<file path="src/rtl/lsu_mem_if_pkg.sv">
// rtl/lsu_mem_if_pkg.sv - shared types, constants and helpers for the load/store unit
package lsu_mem_if_pkg;

    localparam int BYTE_SIZE      = 8;
    localparam int HALF_WORD_SIZE = 16;

    typedef enum logic [2:0] {
        MEM_BYTE   = 3'd0,
        MEM_HALF   = 3'd1,
        MEM_WORD   = 3'd2,
        MEM_BYTE_U = 3'd3,
        MEM_HALF_U = 3'd4,
        MEM_WORD_U = 3'd5,
        MEM_DWORD  = 3'd6
    } mem_op_e;

    typedef enum logic [2:0] {
        IDLE  = 3'd0,
        REQ0  = 3'd1,
        WAIT0 = 3'd2,
        REQ1  = 3'd3,
        WAIT1 = 3'd4,
        RESP  = 3'd5
    } lsu_state_e;

    // Access size in bytes.
    function automatic logic [3:0] mem_op_size(input mem_op_e op);
        case (op)
            MEM_BYTE, MEM_BYTE_U: mem_op_size = 4'd1;
            MEM_HALF, MEM_HALF_U: mem_op_size = 4'd2;
            MEM_DWORD:            mem_op_size = 4'd8;
            default:              mem_op_size = 4'd4;
        endcase
    endfunction

endpackage

</file>
<file path="src/rtl/lsu_mem_if_if.sv">
// rtl/lsu_mem_if_if.sv - request/grant data-memory bus between the LSU and memory
// Signals: mem_req/mem_gnt handshake, mem_addr/mem_we/mem_be/mem_wdata beat fields,
//          mem_rvalid/mem_rdata/mem_err beat response. master = LSU, slave = memory.
interface lsu_mem_if_if #(
    parameter int DATA_W = 32,
    parameter int ADDR_W = 32
);
    logic                  mem_req;
    logic                  mem_gnt;
    logic [ADDR_W-1:0]     mem_addr;
    logic                  mem_we;
    logic [DATA_W/8-1:0]   mem_be;
    logic [DATA_W-1:0]     mem_wdata;
    logic                  mem_rvalid;
    logic [DATA_W-1:0]     mem_rdata;
    logic                  mem_err;

    modport master (
        output mem_req, mem_addr, mem_we, mem_be, mem_wdata,
        input  mem_gnt, mem_rvalid, mem_rdata, mem_err
    );

    modport slave (
        input  mem_req, mem_addr, mem_we, mem_be, mem_wdata,
        output mem_gnt, mem_rvalid, mem_rdata, mem_err
    );
endinterface

</file>
<file path="src/rtl/lsu_mem_if_lane_align.sv">
// rtl/lsu_mem_if_lane_align.sv - combinational load data shift and sign/zero extension
// Ports: hi/lo raw beat data, off byte offset, op access type; rdata right-justified result.
module lsu_mem_if_lane_align
    import lsu_mem_if_pkg::*;
#(
    parameter int DATA_W = 32,
    parameter int OFF_W  = $clog2(DATA_W / 8)
) (
    input  logic [DATA_W-1:0] hi,
    input  logic [DATA_W-1:0] lo,
    input  logic [OFF_W-1:0]  off,
    input  mem_op_e           op,
    output logic [DATA_W-1:0] rdata
);
    logic [DATA_W-1:0] s;

    // Bytes above off+size never matter: the op truncation below discards them.
    assign s = DATA_W'({hi, lo} >> {off, 3'b000});

    always_comb begin
        rdata = s;
        case (op)
            MEM_BYTE:   rdata = DATA_W'(signed'(s[BYTE_SIZE-1:0]));
            MEM_HALF:   rdata = DATA_W'(signed'(s[HALF_WORD_SIZE-1:0]));
            MEM_WORD:   rdata = DATA_W'(signed'(s[31:0]));
            MEM_BYTE_U: rdata = DATA_W'(s[BYTE_SIZE-1:0]);
            MEM_HALF_U: rdata = DATA_W'(s[HALF_WORD_SIZE-1:0]);
            MEM_WORD_U: rdata = DATA_W'(s[31:0]);
            default:    rdata = s;
        endcase
    end
endmodule

</file>
<file path="src/rtl/lsu_mem_if.sv">
// rtl/lsu_mem_if.sv - sequential load/store unit between MEM stage and request/grant bus
// Ports: clk, rst (sync active-high); req_valid/req_ready/req_we/req_op/req_addr/req_wdata request;
//        rsp_valid/rsp_rdata/rsp_err/rsp_misaligned response; mem: bus master modport.
module lsu_mem_if
    import lsu_mem_if_pkg::*;
#(
    parameter int DATA_W      = 32,
    parameter int ADDR_W      = 32,
    parameter bit MISALIGN_EN = 1'b1
) (
    input  logic              clk,
    input  logic              rst,
    input  logic              req_valid,
    output logic              req_ready,
    input  logic              req_we,
    input  mem_op_e           req_op,
    input  logic [ADDR_W-1:0] req_addr,
    input  logic [DATA_W-1:0] req_wdata,
    output logic              rsp_valid,
    output logic [DATA_W-1:0] rsp_rdata,
    output logic              rsp_err,
    output logic              rsp_misaligned,
    lsu_mem_if_if.master      mem
);
    localparam int NB    = DATA_W / 8;
    localparam int OFF_W = $clog2(NB);

    lsu_state_e        state;
    mem_op_e           op_q;
    logic              we_q;
    logic              split_q;
    logic [OFF_W-1:0]  off_q;
    logic [ADDR_W-1:0] base_q;
    logic [NB-1:0]     be_hi_q;
    logic [DATA_W-1:0] wd_hi_q;
    logic [DATA_W-1:0] lo_q;

    logic              mem_req_q;
    logic [ADDR_W-1:0] mem_addr_q;
    logic              mem_we_q;
    logic [NB-1:0]     mem_be_q;
    logic [DATA_W-1:0] mem_wdata_q;

    mem_op_e             op_in;
    logic [3:0]          size_in;
    logic [OFF_W-1:0]    off_in;
    logic                split_in;
    logic [2*NB-1:0]     mask_in;
    logic [2*DATA_W-1:0] wd_in;
    logic [DATA_W-1:0]   lo_src;
    logic [DATA_W-1:0]   load_data;

    assign req_ready      = (state == IDLE);
    assign mem.mem_req    = mem_req_q;
    assign mem.mem_addr   = mem_addr_q;
    assign mem.mem_we     = mem_we_q;
    assign mem.mem_be     = mem_be_q;
    assign mem.mem_wdata  = mem_wdata_q;

    // Ops the build cannot perform fall back to a word access.
    always_comb begin
        op_in = MEM_WORD;
        case (req_op)
            MEM_BYTE, MEM_HALF, MEM_WORD,
            MEM_BYTE_U, MEM_HALF_U, MEM_WORD_U: op_in = req_op;
            MEM_DWORD: op_in = (DATA_W == 64) ? MEM_DWORD : MEM_WORD;
            default:   op_in = MEM_WORD;
        endcase
    end

    assign size_in  = mem_op_size(op_in);
    assign off_in   = req_addr[OFF_W-1:0];
    assign split_in = (int'(off_in) + int'(size_in)) > NB;
    // Two-beat lane view: low half is beat 0, high half is beat 1.
    assign mask_in  = (2*NB)'((16'd1 << size_in) - 16'd1) << off_in;
    assign wd_in    = {{DATA_W{1'b0}}, (req_we ? req_wdata : {DATA_W{1'b0}})} << {off_in, 3'b000};

    // On the final beat the newest data comes straight off the bus; the earlier beat
    // (if any) sits in lo_q. Unsplit accesses never reach the high half.
    assign lo_src = (state == WAIT0) ? mem.mem_rdata : lo_q;

    lsu_mem_if_lane_align #(
        .DATA_W (DATA_W),
        .OFF_W  (OFF_W)
    ) u_align (
        .hi     (mem.mem_rdata),
        .lo     (lo_src),
        .off    (off_q),
        .op     (op_q),
        .rdata  (load_data)
    );

    always_ff @(posedge clk) begin
        if (rst) begin
            state          <= IDLE;
            op_q           <= MEM_WORD;
            we_q           <= 1'b0;
            split_q        <= 1'b0;
            off_q          <= '0;
            base_q         <= '0;
            be_hi_q        <= '0;
            wd_hi_q        <= '0;
            lo_q           <= '0;
            mem_req_q      <= 1'b0;
            mem_addr_q     <= '0;
            mem_we_q       <= 1'b0;
            mem_be_q       <= '0;
            mem_wdata_q    <= '0;
            rsp_valid      <= 1'b0;
            rsp_rdata      <= '0;
            rsp_err        <= 1'b0;
            rsp_misaligned <= 1'b0;
        end else begin
            case (state)
                IDLE: begin
                    if (req_valid) begin
                        op_q    <= op_in;
                        we_q    <= req_we;
                        split_q <= split_in;
                        off_q   <= off_in;
                        base_q  <= {req_addr[ADDR_W-1:OFF_W], {OFF_W{1'b0}}};
                        be_hi_q <= mask_in[2*NB-1:NB];
                        wd_hi_q <= wd_in[2*DATA_W-1:DATA_W];
                        if (split_in && !MISALIGN_EN) begin
                            state          <= RESP;
                            rsp_valid      <= 1'b1;
                            rsp_rdata      <= '0;
                            rsp_err        <= 1'b0;
                            rsp_misaligned <= 1'b1;
                        end else begin
                            state       <= REQ0;
                            mem_req_q   <= 1'b1;
                            mem_addr_q  <= {req_addr[ADDR_W-1:OFF_W], {OFF_W{1'b0}}};
                            mem_we_q    <= req_we;
                            mem_be_q    <= mask_in[NB-1:0];
                            mem_wdata_q <= wd_in[DATA_W-1:0];
                        end
                    end
                end
                REQ0, REQ1: begin
                    if (mem.mem_gnt) begin
                        mem_req_q <= 1'b0;
                        state     <= (state == REQ0) ? WAIT0 : WAIT1;
                    end
                end
                WAIT0: begin
                    if (mem.mem_rvalid) begin
                        lo_q <= mem.mem_rdata;
                        if (!mem.mem_err && split_q) begin
                            state       <= REQ1;
                            mem_req_q   <= 1'b1;
                            mem_addr_q  <= base_q + ADDR_W'(NB);
                            mem_be_q    <= be_hi_q;
                            mem_wdata_q <= wd_hi_q;
                        end else begin
                            state          <= RESP;
                            rsp_valid      <= 1'b1;
                            rsp_err        <= mem.mem_err;
                            rsp_misaligned <= 1'b0;
                            rsp_rdata      <= (mem.mem_err || we_q) ? '0 : load_data;
                        end
                    end
                end
                WAIT1: begin
                    if (mem.mem_rvalid) begin
                        state          <= RESP;
                        rsp_valid      <= 1'b1;
                        rsp_err        <= mem.mem_err;
                        rsp_misaligned <= 1'b0;
                        rsp_rdata      <= (mem.mem_err || we_q) ? '0 : load_data;
                    end
                end
                RESP: begin
                    rsp_valid <= 1'b0;
                    state     <= IDLE;
                end
                default: state <= IDLE;
            endcase
        end
    end
endmodule
</file>
<file path="src/flat_wrapper.sv">
// flat-port wrapper written by rule: the top's interface ports become plain ports
module lsu_mem_if_flat import lsu_mem_if_pkg::*;
#(
    parameter int DATA_W      = 32,
    parameter int ADDR_W      = 32,
    parameter bit MISALIGN_EN = 1'b1
)
  (clk, rst, req_valid, req_ready, req_we, req_op, req_addr, req_wdata, rsp_valid, rsp_rdata, rsp_err, rsp_misaligned, mem_mem_req, mem_mem_addr, mem_mem_we, mem_mem_be, mem_mem_wdata, mem_mem_gnt, mem_mem_rvalid, mem_mem_rdata, mem_mem_err);
  lsu_mem_if_if #(.DATA_W(DATA_W), .ADDR_W(ADDR_W)) mem_i ();
  input  logic clk;
  input  logic rst;
  input  logic req_valid;
  output logic req_ready;
  input  logic req_we;
  input  mem_op_e req_op;
  input  logic [ADDR_W-1:0] req_addr;
  input  logic [DATA_W-1:0] req_wdata;
  output logic rsp_valid;
  output logic [DATA_W-1:0] rsp_rdata;
  output logic rsp_err;
  output logic rsp_misaligned;
  output wire logic [$bits(mem_i.mem_req)-1:0] mem_mem_req;
  output wire logic [$bits(mem_i.mem_addr)-1:0] mem_mem_addr;
  output wire logic [$bits(mem_i.mem_we)-1:0] mem_mem_we;
  output wire logic [$bits(mem_i.mem_be)-1:0] mem_mem_be;
  output wire logic [$bits(mem_i.mem_wdata)-1:0] mem_mem_wdata;
  input wire logic [$bits(mem_i.mem_gnt)-1:0] mem_mem_gnt;
  input wire logic [$bits(mem_i.mem_rvalid)-1:0] mem_mem_rvalid;
  input wire logic [$bits(mem_i.mem_rdata)-1:0] mem_mem_rdata;
  input wire logic [$bits(mem_i.mem_err)-1:0] mem_mem_err;
  assign mem_mem_req = mem_i.mem_req;
  assign mem_mem_addr = mem_i.mem_addr;
  assign mem_mem_we = mem_i.mem_we;
  assign mem_mem_be = mem_i.mem_be;
  assign mem_mem_wdata = mem_i.mem_wdata;
  assign mem_i.mem_gnt = mem_mem_gnt;
  assign mem_i.mem_rvalid = mem_mem_rvalid;
  assign mem_i.mem_rdata = mem_mem_rdata;
  assign mem_i.mem_err = mem_mem_err;
  lsu_mem_if #(.DATA_W(DATA_W), .ADDR_W(ADDR_W), .MISALIGN_EN(MISALIGN_EN)) u_core (.clk(clk), .rst(rst), .req_valid(req_valid), .req_ready(req_ready), .req_we(req_we), .req_op(req_op), .req_addr(req_addr), .req_wdata(req_wdata), .rsp_valid(rsp_valid), .rsp_rdata(rsp_rdata), .rsp_err(rsp_err), .rsp_misaligned(rsp_misaligned), .mem(mem_i));
endmodule
</file>
<file path="config.mk">
export PLATFORM = sky130hd
export DESIGN_NAME = lsu_mem_if_flat
export DESIGN_NICKNAME = d
export VERILOG_FILES = /design/src/rtl/lsu_mem_if_pkg.sv /design/src/rtl/lsu_mem_if_if.sv /design/src/rtl/lsu_mem_if_lane_align.sv /design/src/rtl/lsu_mem_if.sv /design/src/flat_wrapper.sv
export SDC_FILE = /design/constraint.sdc
export NUM_CORES = 1
export LEC_CHECK = 0
export CORE_AREA = 2 2 156 158
export CTS_CLUSTER_DIAMETER = 60
export DETAILED_ROUTE_END_ITERATION = 10
export DIE_AREA = 0 0 158 160
export PLACE_DENSITY = 0.7
export SLEW_MARGIN = 20
export SYNTH_ARGS = -nofsm -noshare
export SYNTH_HDL_FRONTEND = slang
export SYNTH_HIERARCHICAL = 1
export SYNTH_SLANG_ARGS = --single-unit
export TNS_END_PERCENT = 100
</file>
<file path="constraint.sdc">
create_clock -name clk -period 4.25 [get_ports clk]
set_clock_uncertainty 0.2 [all_clocks]
set_input_delay 0.85 -clock clk [delete_from_list [all_inputs] [get_ports clk]]
set_output_delay 0.85 -clock clk [all_outputs]
set_load 0.005 [all_outputs]
</file>
==> results.cfg <==
[timing]
finalHoldViolCount = 0
relSlewSlack_pct = 28.81
finalCritPeriodShare_pct = 73.70
grt_setup_unrepaired = false
hold_slack_ns = 0.2529
fmax_mhz = 319.2
setup_viol = 0
worst_pin_slew_ns = 1.068
slew_viol_final = 0
min_period_ns = 3.132
setup_tns_ns = 0

[global_route]
grt_pass1_wl_microns = 49870
grt_start_max_net_pins = 95
grt_pass1_vias = 9396
grt_usage_pct = 24.23
grt_overflow = 0
antenna_found_initial = 1

[finish]
fin_util_pct = 55.91
area_growth_pct = 27.90
stdcell_count = 1817
drive_above_1_share_pct = 7.301
multi_input_area_sq_um = 5834
regArea_sq_um = 4026
fin_nets = 1591
fillers = 2222
antenna_cells = 0

[route]
via_count = 10303
viasPerCell = 5.670
first_iter_violations = 716
drtPass1Iterations = 8
wire_per_inst_microns = 17.45
drt_wl_total_microns = 31700
ant_nets = 0
drc = 0

[synthesis]
synthesis.area_sq_um = 10410
avgSynthCellArea_sq_um = 7.747
synth_top_area_share_pct = 38.64
synth_common_cells = 311 x nand2_1, 201 x dfxtp_1, 143 x a21oi_1
ys_seq_elements = 201
synth_cells = 1344
synth_flop_cell = dfxtp_1
ys.warnings.count = 6
async_reset_ff_share_pct = 0
synth_edf_count = 0
yosys-top-cells-area = dfxtp_1 39%, nand2_1 11%, a21oi_1 6.9%, nor2_1 4.4%, mux2i_1 3.7%
synth_cell_types = 60
synth_top_area_cell = dfxtp_1
yosysSeqAreaShare_pct = 38.64
synthMostInstantiatedCell = nand2_1

[cts]
clock-sinks = 201
clockBufferDepth = 3
clkTransAtPathRegs_ns = 0.06
root_buffer = clkbuf_16
cts_buffers = 23
postCtsHoldBufs = 0
clock_latency_ns = 0.50
cts_setup_buffers = 0
cts.repair.resized = 0
htreeDepth = 1
cts_tree = built

[pwr]
leakagePower_nw = 4.735
total_power_w = 0.005006
irDropWorstVdd_uv = 261.9
power_density_nw_per_um2 = 375.9

[die]
die_area_sq_um = 25280
die-height_microns = 160
die_width_microns = 158
pin_count = 212
start_util_pct = 43.71
rows = 57
core-area_sq_um = 23820

[critical_path]
worstPathRequired_ns = 4.41
path_max_fanout = 16
critPathCaptureType = register
crit_type = reg -> reg
cp.arrival_ns = 3.29
startpoint_type = register

[placement]
port_buffers = 208
gp_congestion = 0.8845
dpl.cell_count = 1779
hpwl_microns = 21520

[worst_hold_path]
min_path_type = reg -> reg

[status]
outcome = finished clean

[run]
drv_cap = 0
state kept, by name (all words and copies together) (netlist names), 2 cells and up:
signal                flops
u_core/base_q            30
u_core/mem.mem_wdata     32
u_core/be_hi_q            4
u_core/rsp_rdata         32
u_core/wd_hi_q           24
u_core/mem.mem_addr      30
u_core/lo_q              32
u_core/mem.mem_be         4
u_core/state              3
u_core/off_q              2
u_core/op_q               3
layer usage:
layer | track usage (%) | share of wire [%] | up-vias
li1 | - | - | 4960
met1 | 33.25 | 44 | 4832
met2 | 38.81 | 45 | 455
met3 | 4.993 | 8.3 | 54
met4 | 6.429 | 2.5 | 2
met5 | 0 | 0.041 | -
kinds of logic after synthesis:
kind of cell               synth area share, %
AOI/OAI and AO/OA                        18.88
other                                  0.07212
buffers and inverters                    5.660
and+or+nand+nor                          24.13
xor gates and xnor gates                 2.776
muxes                                    9.168
DFF                                      38.64
adders and majority gates               0.6729
through the flow:
stage | area [sq um] | setup slack, ns
2_1_floorplan | 10420 | 1.233
3_3_place_gp | 12570 | 0.9379
3_5_place_dp | 12570 | 0.8747
6_report | 13320 | 1.118
4_1_cts | 13320 | 1.156
5_1_grt | 13320 | 0.9527
worst max-delay path, cell delays in order (launching register included):
cell     delay (ns)
dfxtp_1        0.64
or3b_2         0.56
nand2_1        0.10
nand2_1        0.12
mux4_2         0.52
mux2i_4        0.42
o32ai_1        0.24
nand3_1        0.12
a21oi_1        0.07
cell type report:
type	instances	area share, %
Inverter	18	0.5073
Clock buffer	31	4.773
Sequential cell	201	30.23
Multi-Input combinational cell	1009	43.81
Tap cell	324	3.044
Clock inverter	7	0.8643
Timing Repair Buffer	227	16.77
cells in the final DEF, fill, tap and decap left out, types with 5 or more instances in the layout:
master           count
xnor2_1             12
a32oi_1              9
a21oi_1            142
nand4_1             10
a211o_1              8
xor2_1              21
and3_1               6
nor2b_1              5
and2_0               5
nor2_1             121
nor3_1              31
a311oi_1             9
dfxtp_1            199
buf_4               18
mux4_2              13
o21ai_0             28
o22ai_1             19
nand3_1             58
nand2_1            309
a2bb2oi_1            8
mux2i_1             38
clkdlybuf4s50_1    206
mux2_2              23
o32ai_1              7
a21boi_0             9
a22oi_1             25
inv_1               18
clkbuf_1             5
a211oi_1            22
a221oi_1            11
clkbuf_16           23
report_power, final:
group          internal, W  leakage (nW)  total (W)  switching (W)
logic             0.000425          2.73   0.000919       0.000494
clock network      0.00122         0.361    0.00200       0.000774
registers          0.00199          1.64    0.00209       0.000101
total              0.00364          4.73    0.00501        0.00137
final timing paths:
kind	cells after the start	endpoint	slack, ns	startpoint
worst max-delay path	8	u_core/rsp_rdata[20]	1.12	u_core/state[1]
worst min-delay path	2	u_core/mem.mem_addr[7]	0.25	u_core/mem.mem_addr[7]
worst max register to register	8	u_core/rsp_rdata[20]	1.12	u_core/state[1]
worst min register to register	2	u_core/mem.mem_addr[7]	0.25	u_core/mem.mem_addr[7]
Note: power is estimated with default switching activity, not from simulation.
